[config.mk]
export PLATFORM = sky130hd
export DESIGN_NAME = nasti_cmd_arbiter
export DESIGN_NICKNAME = d
export VERILOG_FILES = /design/src/rtl/ddrx_pkg.sv /design/src/rtl/arb_age_cnt.sv /design/src/rtl/nasti_cmd_arbiter.sv
export SDC_FILE = /design/constraint.sdc
export NUM_CORES = 1
export LEC_CHECK = 0
export ABC_AREA = 1
export BUFFER_PORTS_ARGS = -buffer_cell sky130_fd_sc_hd__buf_2
export CORE_MARGIN = 2
export CORE_UTILIZATION = 44
export DETAILED_ROUTE_END_ITERATION = 7
export GPL_TIMING_DRIVEN = 0
export PLACE_DENSITY_LB_ADDON = 0.3
export SYNTH_ARGS = -nofsm -noshare
export SYNTH_HDL_FRONTEND = slang
export SYNTH_HIERARCHICAL = 1
export SYNTH_SLANG_ARGS = --single-unit
[constraint.sdc]
create_clock -name clk -period 1.95 [get_ports clk]
set_clock_uncertainty 0.15 [all_clocks]
set_input_delay 0.2925 -clock clk [delete_from_list [all_inputs] [get_ports clk]]
set_output_delay 0.2925 -clock clk [all_outputs]
set_load 0.01 [all_outputs]
[src/rtl/ddrx_pkg.sv]
// ddrx_pkg: types and helpers shared by the DDRx front-end blocks.
//   arb_state_e  - command arbiter FSM states
//   nasti_cmd_t  - command word layout {is_write, id, len, addr} at the default widths
//   cmd_width()  - command word width for arbitrary address/id/len widths
package ddrx_pkg;

  typedef enum logic {
    IDLE = 1'b0,
    PUSH = 1'b1
  } arb_state_e;

  localparam int DEF_ADDR_WIDTH = 32;
  localparam int DEF_ID_WIDTH   = 4;
  localparam int DEF_LEN_WIDTH  = 8;

  typedef struct packed {
    logic                      is_write;
    logic [DEF_ID_WIDTH-1:0]   id;
    logic [DEF_LEN_WIDTH-1:0]  len;
    logic [DEF_ADDR_WIDTH-1:0] addr;
  } nasti_cmd_t;

  function automatic int cmd_width(input int addr_w, input int id_w, input int len_w);
    return 1 + id_w + len_w + addr_w;
  endfunction

endpackage

[src/rtl/arb_age_cnt.sv]
// arb_age_cnt: saturating age counter for the pending write request.
//   clk, rst  - clock, synchronous active-high reset
//   inc       - count one lost arbitration (saturates at C_LIMIT)
//   clr       - clear to zero (write was granted); wins over inc
//   age       - current count
//   expired   - age has reached C_LIMIT
module arb_age_cnt #(
  parameter  int C_LIMIT = 4,
  localparam int W       = $clog2(C_LIMIT + 1)
) (
  input  logic         clk,
  input  logic         rst,
  input  logic         inc,
  input  logic         clr,
  output logic [W-1:0] age,
  output logic         expired
);

  always_ff @(posedge clk) begin
    if (rst || clr) begin
      age <= '0;
    end else if (inc && (age < W'(C_LIMIT))) begin
      age <= age + W'(1);
    end
  end

  assign expired = (age >= W'(C_LIMIT));

endmodule

[src/rtl/nasti_cmd_arbiter.sv]
// nasti_cmd_arbiter: merges NASTI AR and AW requests into one command word per
// grant and pushes it into the scheduler command sfifo. Reads win unless a
// pending write has lost C_AGE_LIMIT arbitrations. Commands in flight are
// capped at C_MAX_OUTSTANDING.
//
// state | meaning
// IDLE  | may grant one request when the fifo has room and the in-flight cap allows
// PUSH  | fifo_wren asserted with the word registered on the previous grant
//
// Ports:
//   clk, rst                              clock, synchronous active-high reset
//   ar_valid/ar_ready/ar_id/ar_addr/ar_len read address channel
//   aw_valid/aw_ready/aw_id/aw_addr/aw_len write address channel
//   fifo_wdata, fifo_wren, fifo_wfull     sfifo write side
//   cmd_done                              downstream retired one command
//   outstanding                           commands pushed but not yet retired
//   rd_grant_cnt, wr_grant_cnt, age_force_cnt
//                                         grant statistics, present only with NASTI_ARB_STATS_EN
module nasti_cmd_arbiter
  import ddrx_pkg::*;
#(
  parameter  int C_ADDR_WIDTH      = 32,
  parameter  int C_ID_WIDTH        = 4,
  parameter  int C_LEN_WIDTH       = 8,
  parameter  int C_AGE_LIMIT       = 4,
  parameter  int C_MAX_OUTSTANDING = 8,
  localparam int C_CMD_WIDTH       = cmd_width(C_ADDR_WIDTH, C_ID_WIDTH, C_LEN_WIDTH),
  localparam int OW                = $clog2(C_MAX_OUTSTANDING + 1)
) (
  input  logic                    clk,
  input  logic                    rst,
  input  logic                    ar_valid,
  output logic                    ar_ready,
  input  logic [C_ID_WIDTH-1:0]   ar_id,
  input  logic [C_ADDR_WIDTH-1:0] ar_addr,
  input  logic [C_LEN_WIDTH-1:0]  ar_len,
  input  logic                    aw_valid,
  output logic                    aw_ready,
  input  logic [C_ID_WIDTH-1:0]   aw_id,
  input  logic [C_ADDR_WIDTH-1:0] aw_addr,
  input  logic [C_LEN_WIDTH-1:0]  aw_len,
  output logic [C_CMD_WIDTH-1:0]  fifo_wdata,
  output logic                    fifo_wren,
  input  logic                    fifo_wfull,
  input  logic                    cmd_done,
`ifdef NASTI_ARB_STATS_EN
  output logic [31:0]             rd_grant_cnt,
  output logic [31:0]             wr_grant_cnt,
  output logic [31:0]             age_force_cnt,
`endif
  output logic [OW-1:0]           outstanding
);

  arb_state_e state_q, state_d;
  logic       can_acc;
  logic       grant_r, grant_w;
  logic       age_expired;
  logic       dec_ok;

  arb_age_cnt #(.C_LIMIT(C_AGE_LIMIT)) u_age (
    .clk    (clk),
    .rst    (rst),
    .inc    ((state_q == IDLE) && aw_valid && !grant_w),
    .clr    (grant_w),
    .age    (),
    .expired(age_expired)
  );

  always_ff @(posedge clk) begin
    if (rst) state_q <= IDLE;
    else     state_q <= state_d;
  end

  // Ready is only raised for the granted channel, so a grant is already a handshake.
  always_comb begin
    state_d   = state_q;
    can_acc   = 1'b0;
    grant_r   = 1'b0;
    grant_w   = 1'b0;
    fifo_wren = 1'b0;
    case (state_q)
      IDLE: begin
        can_acc = !fifo_wfull && (outstanding < OW'(C_MAX_OUTSTANDING)) && !rst;
        grant_w = can_acc && aw_valid && (!ar_valid || age_expired);
        grant_r = can_acc && ar_valid && !grant_w;
        if (grant_r || grant_w) state_d = PUSH;
      end
      PUSH: begin
        fifo_wren = !rst;
        state_d   = IDLE;
      end
      default: state_d = IDLE;
    endcase
  end

  assign ar_ready = grant_r;
  assign aw_ready = grant_w;

  always_ff @(posedge clk) begin
    if (rst)          fifo_wdata <= '0;
    else if (grant_w) fifo_wdata <= {1'b1, aw_id, aw_len, aw_addr};
    else if (grant_r) fifo_wdata <= {1'b0, ar_id, ar_len, ar_addr};
  end

  // A stray cmd_done with nothing in flight is dropped rather than wrapping the count.
  assign dec_ok = cmd_done && (outstanding != '0);

  always_ff @(posedge clk) begin
    if (rst) begin
      outstanding <= '0;
    end else if (fifo_wren && !dec_ok) begin
      outstanding <= outstanding + OW'(1);
    end else if (!fifo_wren && dec_ok) begin
      outstanding <= outstanding - OW'(1);
    end
  end

`ifdef NASTI_ARB_STATS_EN
  always_ff @(posedge clk) begin
    if (rst) begin
      rd_grant_cnt  <= '0;
      wr_grant_cnt  <= '0;
      age_force_cnt <= '0;
    end else begin
      if (grant_r) rd_grant_cnt <= rd_grant_cnt + 32'd1;
      if (grant_w) wr_grant_cnt <= wr_grant_cnt + 32'd1;
      if (grant_w && ar_valid && age_expired) age_force_cnt <= age_force_cnt + 32'd1;
    end
  end
`endif

`ifndef SYNTHESIS
  always_ff @(posedge clk) begin
    if (!rst) begin
      assert (!(cmd_done && (outstanding == '0)))
        else $error("cmd_done with no command outstanding");
    end
  end
`endif

endmodule

After elaboration in Yosys (flattened, before gate mapping). Cells that the tools add are included.

Register bits: 53. Output and inout port bits: 52. Logic and storage cells: 45.

$add $sub $neg: 3. Order comparisons: 3. Muxes and demuxes: 9. Bitwise operators: 1. Reduce and logical (&&, ||, !) cells: 25.

Operators by type and width (count): 2-to-1 mux 45 bit (2); logical AND 1 bit (12); 2-to-1 mux 4 bit (2); zero test 1 bit (7); adder 4 x 1 -> 4 bit (second input constant) (1); less-than comparator 4 bit (second input constant) (1); 2-to-1 mux 1 bit (4); nonzero test 2 bit (2); nonzero test 4 bit (1); subtractor 4 x 1 -> 4 bit (second input constant) (1); adder 3 x 1 -> 3 bit (second input constant) (1); greater-or-equal comparator 3 bit (second input constant) (1); logical OR 1 bit (3); less-than comparator 3 bit (second input constant) (1); case mux 1 bit (2 select lines) (1); NOT 1 bit (1).

Longest topological paths before layout. Gate-level depths: netlist of the first run.

Word-level depth: 10. Mapped depth: 11.

By module. The synthesis of the first run kept the hierarchy.

Modules (own cells, without submodules): nasti_cmd_arbiter (instances 1, cells an instance 516, area each 3213.1 µm², seq. area each 1001.0 µm²); arb_age_cnt (instances 1, cells an instance 25, area each 165.2 µm², seq. area each 60.1 µm²).

Worst setup path after synthesis of the first run. OpenSTA, ideal clock, no wires.

Path kind: register to register. Start: register outstanding[3]. End: register outstanding[3]. Setup time: 0.116 ns. Arrival: 1.752 ns. Data required time: 1.684 ns. Slack: -0.068 ns. Stages on the path, launching flop included: 11. Path buffers: 0. Clock period less this slack: 2.018 ns. Cells stage by stage: dfxtp_1 -> o41ai_1 -> ha_1 -> inv_1 -> ha_1 -> a21oi_1 -> nand2_1 -> nand2_1 -> nand2_1 -> nand2_1 -> a21oi_1.

Longest elaborated chain between the ends: 5. Elaborated cells between the ends (all ways): 10. Those cells by class: 2 x add/sub; 2 x mux; 6 x reduce/logical.

Ends and longest elaborated chain: start: declaration (line nasti_cmd_arbiter.sv:51) `output logic [OW-1:0] outstanding`; start signal: assignment (line nasti_cmd_arbiter.sv:112) `outstanding <= outstanding + OW'(1);`; start signal: assignment (line nasti_cmd_arbiter.sv:114) `outstanding <= outstanding - OW'(1);`; branches (longest 5 deep; another with subtractor 4 x 1 -> 4 bit).

Parallel ways; which one is timed is not known. The select of a mux whose other input is x is not followed. A chain may end at the register's enable or synchronous reset.

Final worst setup path of the first run.
Start: register outstanding[1]. End: register outstanding[3].

Same word-level chain as after synthesis.

==> summary.md, run 1 <==
| Metric | Value |
|---|---|
| Worst path arrival time | 2090 ps |
| Total iterations of the first detailed-routing run | 5 |
| First-pass GRT wire length | 13200 um |
| Slack of the worst reg-to-reg path | -50 ps |
| Longest Clk Path Bufs | 2 |
| Minimum clock period after layout | 2000 ps |
| Initial antenna violation count | 0 |
| Highest clock frequency the design can meet | 500 MHz |
| Warnings from Yosys | 6 |
| Number of cells on the critical path | 10 |
| # setup viols final | 2 |
| Outcome | finished with violations |
| Worst Hold Margin | 122 ps |
| Post-route cell area | 0.00448 mm^2 |
| Final antenna diode count | 0 |
| Hold Startpoint | rst |
| Area of the core | 0.00733 mm^2 |
| Final Non-Filler Cells | 801 |
| Transition time at the pin with the least slew margin | 528 ps |
| Number of ports placed on the die boundary | 146 |
| Via density | 4.22 |
| Crit path required time | 2040 ps |
| Top area cells in the synthesized netlist | sky130_fd_sc_hd__dfxtp_1 31%, sky130_fd_sc_hd__nand2_1 26%, sky130_fd_sc_hd__inv_1 16% |
| Overall power | 3.54 mW |
| Number of flops mapped to enable cells by yosys | 0 |
| Unique cell type count in the Yosys netlist | 25 |
| Vias after detailed routing | 3377 |
| Worst path top cell family by delay | adder cells |
| CTS tree | done |
| Initial Utilization | 46.1% |
| Cell occurring most often along the worst timing path | sky130_fd_sc_hd__nand2_1 |
| Maximum number of pins on one net before global-route repair | 16 |
| Cell Chain, Critical Path | o41ai_4 -> ha_2 -> inv_4 -> ha_4 -> nand3_2 -> nand2_1 -> nand2_1 -> nand2_1 -> nand2_1 -> a21oi_2 |
| Overall global routing resource usage | 19.0% |
| Via count of the first global-routing pass | 3111 |
| Net count after synthesis | 641 |
| Unrepaired setup endpoints after global routing | yes |
| Post-Synthesis Cell Area | 0.00338 mm^2 |
| Crit path from | outstanding[1] |
| Die Span Y | 91.6 um |
| Site row count | 31 |
| CTS clk-pin slew, worst paths | 100 ps |
| Starting DRT DRC Count | 89 |
| Crit path kind | reg -> reg |
| Pwr/cell area | 790 mW/mm^2 |
| Fin. max-slew vios | 0 |
| Most instantiated library cell after synthesis | sky130_fd_sc_hd__nand2_1 |
| Cell count after placement | 785 |
| CTS root buffer | sky130_fd_sc_hd__clkbuf_8 |
| CP Capture Type | register |
| Fillcell total | 721 |
| Final-report hold violation count | 0 |
| Top cells by instance count after synthesis | 231 x sky130_fd_sc_hd__nand2_1, 146 x sky130_fd_sc_hd__inv_1, 53 x sky130_fd_sc_hd__dfxtp_1 |
| VDD IR max | 0.706 mV |
| Hold buffer count at cts | 0 |
| Remaining design rule violation count | 0 |
| Antenna violation net count after detailed routing | 0 |
| CP Capture Point | outstanding[3] |
| Max stage delay cell, worst path | sky130_fd_sc_hd__dfxtp_4 |
| Die ar. | 0.00840 mm^2 |
| Violations in the final reports | negative setup slack |
| Clock insertion delay at the later pin of the skew report | 300 ps |
| HPWL after DPL | 6030 um |
| Sequential fraction of the synthesis area | 31.4% |
| Number of clock sinks | 53 |
| Number of synthesized register bits | 53 |
| Worst slack after detailed placement | -177 ps |
| Die W | 91.6 um |
| Final Worst Setup Slack | -48.8 ps |
| Max Cap Violations | 0 |
| Post-Route WL | 8040 um |
| Fraction of synthesized cell area taken by the top area cell type | 31.4% |
| Worst Path Buf+Inv | 1 |
| Synth Flop Type | sky130_fd_sc_hd__dfxtp_1 |
| Post-Syn Area per Cell | 6.24 um^2 |
| Number of cells on the worst reg-to-reg path | 10 |
| Area growth from synthesis to layout | 32.6% |
| P_leak | 2.84 nW |
| Layout cell share with drive strength beyond 1 | 35.6% |
| Headroom to the max-slew limit | 64.5% |
| Total of buffers placed on input and output ports | 145 |
| Weighted congestion at the end of routability-driven global placement | 0.791 |
| Total number of H-tree levels | 2 |
| Startpoint of the lowest-slack register-to-register path | outstanding[1] |
| Final routed wire length divided by cell count | 10.0 um |
| Launching element type of the critical path | register |
| Number of CTS-inserted buffers | 5 |
| Cell taking the most area after synthesis | sky130_fd_sc_hd__dfxtp_1 |
| Largest fanout of any net on the critical path | 5 |
| Instance area after placement | 0.00424 mm^2 |
| Grt ovf | 0 |
| R2r endpoint | outstanding[3] |
| Period utilization | 103% |
| Final #Nets | 801 |
| Worst stage delay on the critical path | 380 ps |
| Hold Crit Class | in -> reg |
| Gate count of the mapped netlist | 541 |
| Async set or reset register ratio after synthesis | 0% |
[metal layers]
layer / track usage (%) / up-vias / routed length [um]
met4: 3.79 / 0 / 59
li1: - / 1845 / -
met5: 0 / - / 0
met2: 34.9 / 89 / 4060
met3: 3.29 / 6 / 447
met1: 23.2 / 1437 / 3470
[power breakdown]
part           total (mW)  internal (mW)  switching (mW)  leakage, nW
Sequential           1.40           1.26           0.143        0.437
Combinational        1.45          0.664           0.789         2.35
Clock               0.685          0.322           0.363       0.0542
Total                3.54           2.25            1.29         2.84
[cells in the final DEF, fill, tap and decap left out, drive strengths merged]
master / Yosys / routed
o41ai: 1 / 1
nor3: 1 / 1
fa: 1 / 1
nand2: 234 / 234
clkbuf: 1 / 8
o21ai: 2 / 2
a21oi: 48 / 48
inv: 149 / 149
ha: 5 / 5
dfxtp: 53 / 53
buf: 22 / 175
xnor2: 1 / 1
xor2: 2 / 2
nand3: 5 / 5
nor4: 1 / 1
nor2: 15 / 15
clkinv: 0 / 1
[logic make-up (layout without fill, tap and decap cells)]
family	after synthesis	in the layout	share of synthesized area, %
adders and majority gates	6	6	2.44
xor gates and xnor gates	3	3	0.778
AOI/OAI and AO/OA	51	51	12.1
and+or+nand+nor	256	256	29.9
DFF	53	53	31.4
buffers and inverters	172	333	23.3
[worst reg2reg max path, cell delays in order (launching register included)]
cell	delay [ps]
sky130_fd_sc_hd__dfxtp_4	380
sky130_fd_sc_hd__o41ai_4	350
sky130_fd_sc_hd__ha_2	270
sky130_fd_sc_hd__inv_4	60
sky130_fd_sc_hd__ha_4	300
sky130_fd_sc_hd__nand3_2	80
sky130_fd_sc_hd__nand2_1	80
sky130_fd_sc_hd__nand2_1	50
sky130_fd_sc_hd__nand2_1	60
sky130_fd_sc_hd__nand2_1	60
sky130_fd_sc_hd__a21oi_2	100
[area by class of cell]
| cell class | instances | area, um^2 | area share [%] |
|---|---|---|---|
| Inverter | 149 | 564 | 12.6 |
| Sequential cell | 53 | 1070 | 23.9 |
| Multi-Input combinational cell | 316 | 1610 | 35.9 |
| Tap cell | 99 | 124 | 2.76 |
| Clock buffer | 7 | 96.3 | 2.15 |
| Buffer | 22 | 219 | 4.89 |
| Clock inverter | 1 | 5.00 | 0.112 |
| Timing Repair Buffer | 154 | 793 | 17.7 |
[state kept, by name, indices dropped and copies added, names as in the netlist]
signal and count:
fifo_wdata 45, outstanding 4, state_q 1, u_age/age 3
[through the flow]
| step | utilization (%) | TNS (ps) |
|---|---|---|
| after floorplan | - | 0 |
| after global placement | 57.9 | -79.4 |
| after detailed placement | 57.9 | -314 |
| after CTS | 60.3 | -17.3 |
| after global routing | 61.1 | -288 |
| final | 61.1 | -94.3 |
[worst min path at each step]
stage | endpoint | slack [ps] | cells past startpoint
floorplan | u_age/age[2] | 310 | 3
global placement | fifo_wdata[44] | 290 | 2
detailed placement | fifo_wdata[44] | 300 | 2
CTS | u_age/age[1] | 120 | 4
global route | outstanding[3] | 130 | 3
finish | u_age/age[1] | 120 | 4
[timing repair]
item,4_1_cts,5_1_grt
endpoints found under the setup margin,5,7
setup buffers,4,5
resized for setup,11,9
pin swaps,5,8
gates cloned,0,0
Power figures use the tool's default switching activity.
==> inputs of run 2 (changes only) <==
CELL_PAD_IN_SITES_DETAIL_PLACEMENT = 2   (was unset)
CELL_PAD_IN_SITES_GLOBAL_PLACEMENT = 2   (was unset)
CORE_ASPECT_RATIO = 0.6   (was unset)
CORE_UTILIZATION = 21   (was 44)
==> run 2 against run 1 <==
Effect of this change:
- largest power group unchanged
- non-clock buffer count decreased by 2
- largest cell class unchanged
- clock power increased by 33%
- the run still ends with negative setup slack left
- final area increased by 3.0%
- critical path type unchanged
==> summary.md, run 2 (synthesized netlist as in run 1, its figures left out) <==
| Metric | Value |
|---|---|
| Worst Hold Margin | 148 ps |
| Post-Route WL | 11700 um |
| Outcome | finished with violations |
| Most frequent cells in the layout | 229 x sky130_fd_sc_hd__nand2_1, 149 x sky130_fd_sc_hd__buf_2, 143 x sky130_fd_sc_hd__inv_1, 49 x sky130_fd_sc_hd__dfxtp_1, 42 x sky130_fd_sc_hd__a21oi_2 |
| Final Worst Setup Slack | -45.5 ps |
| Initial Utilization | 21.7% |
| Longest Clk Path Bufs | 2 |
| Final routed wire length divided by cell count | 12.9 um |
| Fillcell total | 1937 |
| Highest clock frequency the design can meet | 501 MHz |
| Number of cells on the worst reg-to-reg path | 10 |
| Grt ovf | 0 |
| Number of flip-flops under the largest register name | 45 |
| CP Capture Point | outstanding[3] |
| Worst path arrival time | 2080 ps |
| VDD IR max | 0.293 mV |
| Hold buffer count at cts | 0 |
| R2r endpoint | outstanding[3] |
| Initial antenna violation count | 1 |
| Total of buffers placed on input and output ports | 145 |
| Die W | 168 um |
| Antenna violation net count after detailed routing | 0 |
| CTS clk-pin slew, worst paths | 80 ps |
| Unrepaired setup endpoints after global routing | yes |
| Launching element type of the critical path | register |
| HPWL after DPL | 9480 um |
| Clock insertion delay at the later pin of the skew report | 290 ps |
| # setup viols final | 2 |
| First-pass GRT wire length | 19000 um |
| Maximum number of pins on one net before global-route repair | 18 |
| Worst slack after detailed placement | -162 ps |
| CP Capture Type | register |
| Transition time at the pin with the least slew margin | 478 ps |
| Violations in the final reports | negative setup slack |
| Total number of H-tree levels | 2 |
| Die ar. | 0.0172 mm^2 |
| Number of ports placed on the die boundary | 146 |
| Total iterations of the first detailed-routing run | 4 |
| Top flop regs | fifo_wdata (45), outstanding (4), u_age/age (3) |
| Pwr/cell area | 812 mW/mm^2 |
| Final #Nets | 799 |
| Weighted congestion at the end of routability-driven global placement | 0.743 |
| Number of clock sinks | 53 |
| Headroom to the max-slew limit | 67.9% |
| Summed negative setup slack over all endpoints | -89.3 ps |
| P_leak | 2.83 nW |
| Post-route cell area | 0.00462 mm^2 |
| Starting DRT DRC Count | 67 |
| CTS root buffer | sky130_fd_sc_hd__clkbuf_16 |
| Site row count | 35 |
| Area of the core | 0.0155 mm^2 |
| Instance area after placement | 0.00437 mm^2 |
| Slack of the worst reg-to-reg path | -50 ps |
| Layout cell share with drive strength beyond 1 | 35.6% |
| Final-report hold violation count | 0 |
| Via density | 3.91 |
| Area growth from synthesis to layout | 36.7% |
| Max Cap Violations | 0 |
| Crit path required time | 2030 ps |
| CTS tree | done |
| Register containing the most flip-flops in the final layout | fifo_wdata |
| Crit path kind | reg -> reg |
| Die Span Y | 102 um |
| Hold Crit Class | in -> reg |
| Remaining design rule violation count | 0 |
| Most common cell after layout, fill and taps aside | sky130_fd_sc_hd__nand2_1 |
| Crit path from | outstanding[3] |
| Period utilization | 102% |
| Overall global routing resource usage | 14.0% |
| Largest fanout of any net on the critical path | 3 |
| Via count of the first global-routing pass | 3813 |
| Startpoint of the lowest-slack register-to-register path | outstanding[3] |
| Vias after detailed routing | 3537 |
| Number of CTS-inserted buffers | 5 |
| Minimum clock period after layout | 2000 ps |
| Fin. max-slew vios | 0 |
run 2: cell types whose count changed in the layout (fill, tap and decap cells not counted), moves of 2 or more:
cell / previous run / this run
sky130_fd_sc_hd__clkbuf_8: 7 / 0
sky130_fd_sc_hd__clkbuf_16: 0 / 5
sky130_fd_sc_hd__inv_2: 3 / 5
sky130_fd_sc_hd__clkinvlp_4: 0 / 3
sky130_fd_sc_hd__nand2_1: 231 / 229
sky130_fd_sc_hd__nand2_2: 1 / 3
run 2: worst min-delay path by stage:
stage | slack [ps] | depth (start not counted) | startpoint | endpoint
after floorplan | 310 | 3 | rst | u_age/age[2]
after global placement | 310 | 2 | fifo_wdata[44] | fifo_wdata[44]
after detailed placement | 330 | 2 | fifo_wdata[44] | fifo_wdata[44]
after CTS | 150 | 4 | rst | u_age/age[1]
after global routing | 150 | 3 | rst | outstanding[3]
final | 150 | 4 | rst | u_age/age[2]
run 2: power breakdown:
group          leakage, nW  internal (mW)  total, mW  switching (mW)
Sequential           0.437           1.25       1.38           0.128
Clock               0.0621          0.477      0.911           0.434
Combinational         2.34          0.607       1.46           0.849
Total                 2.83           2.34       3.75            1.41
run 2: critical path: stages, from the launching register on:
cell and delay (ps):
sky130_fd_sc_hd__dfxtp_4 370, sky130_fd_sc_hd__o41ai_2 330, sky130_fd_sc_hd__ha_2 250, sky130_fd_sc_hd__inv_2 70, sky130_fd_sc_hd__ha_4 280, sky130_fd_sc_hd__nand3_1 90
sky130_fd_sc_hd__nand2_1 80, sky130_fd_sc_hd__nand2_1 60, sky130_fd_sc_hd__nand2_2 70, sky130_fd_sc_hd__nand2_2 50, sky130_fd_sc_hd__a21oi_2 120
run 2: area by class of cell:
class	instances	area [um^2]	area share [%]
clock inverters	3	22.5	0.488
inverters	149	562	12.2
diodes	1	2.50	0.0542
flip-flops and latches	53	1070	23.2
multi-input cells	316	1590	34.4
well taps	203	254	5.50
clock buffers	5	125	2.71
repair buffers	153	786	17.0
plain buffers	21	208	4.50
run 2: metal layers:
| metal | vias to the layer above | track usage [%] | wire [um] |
|---|---|---|---|
| met5 | - | 0 | 0 |
| met4 | 0 | 1.87 | 31 |
| met3 | 2 | 4.07 | 692 |
| met2 | 95 | 23.5 | 5150 |
| met1 | 1601 | 18.4 | 5800 |
| li1 | 1839 | - | - |
run 2: through the flow:
step / utilization, % / std cells / total power [mW]
2_1_floorplan: - / 541 / 2.27
3_3_place_gp: 28.1 / 889 / 2.69
3_5_place_dp: 28.1 / 889 / 2.79
4_1_cts: 29.5 / 901 / 3.79
5_1_grt: 29.7 / 903 / 4.07
6_report: 29.7 / 904 / 3.75
run 2: what timing repair did:
item                       in CTS  in global routing
resized for setup              13                  6
setup endpoints to repair       7                  5
buffers inserted                5                  3
gates cloned                    0                  0
pin swaps                       4                  6
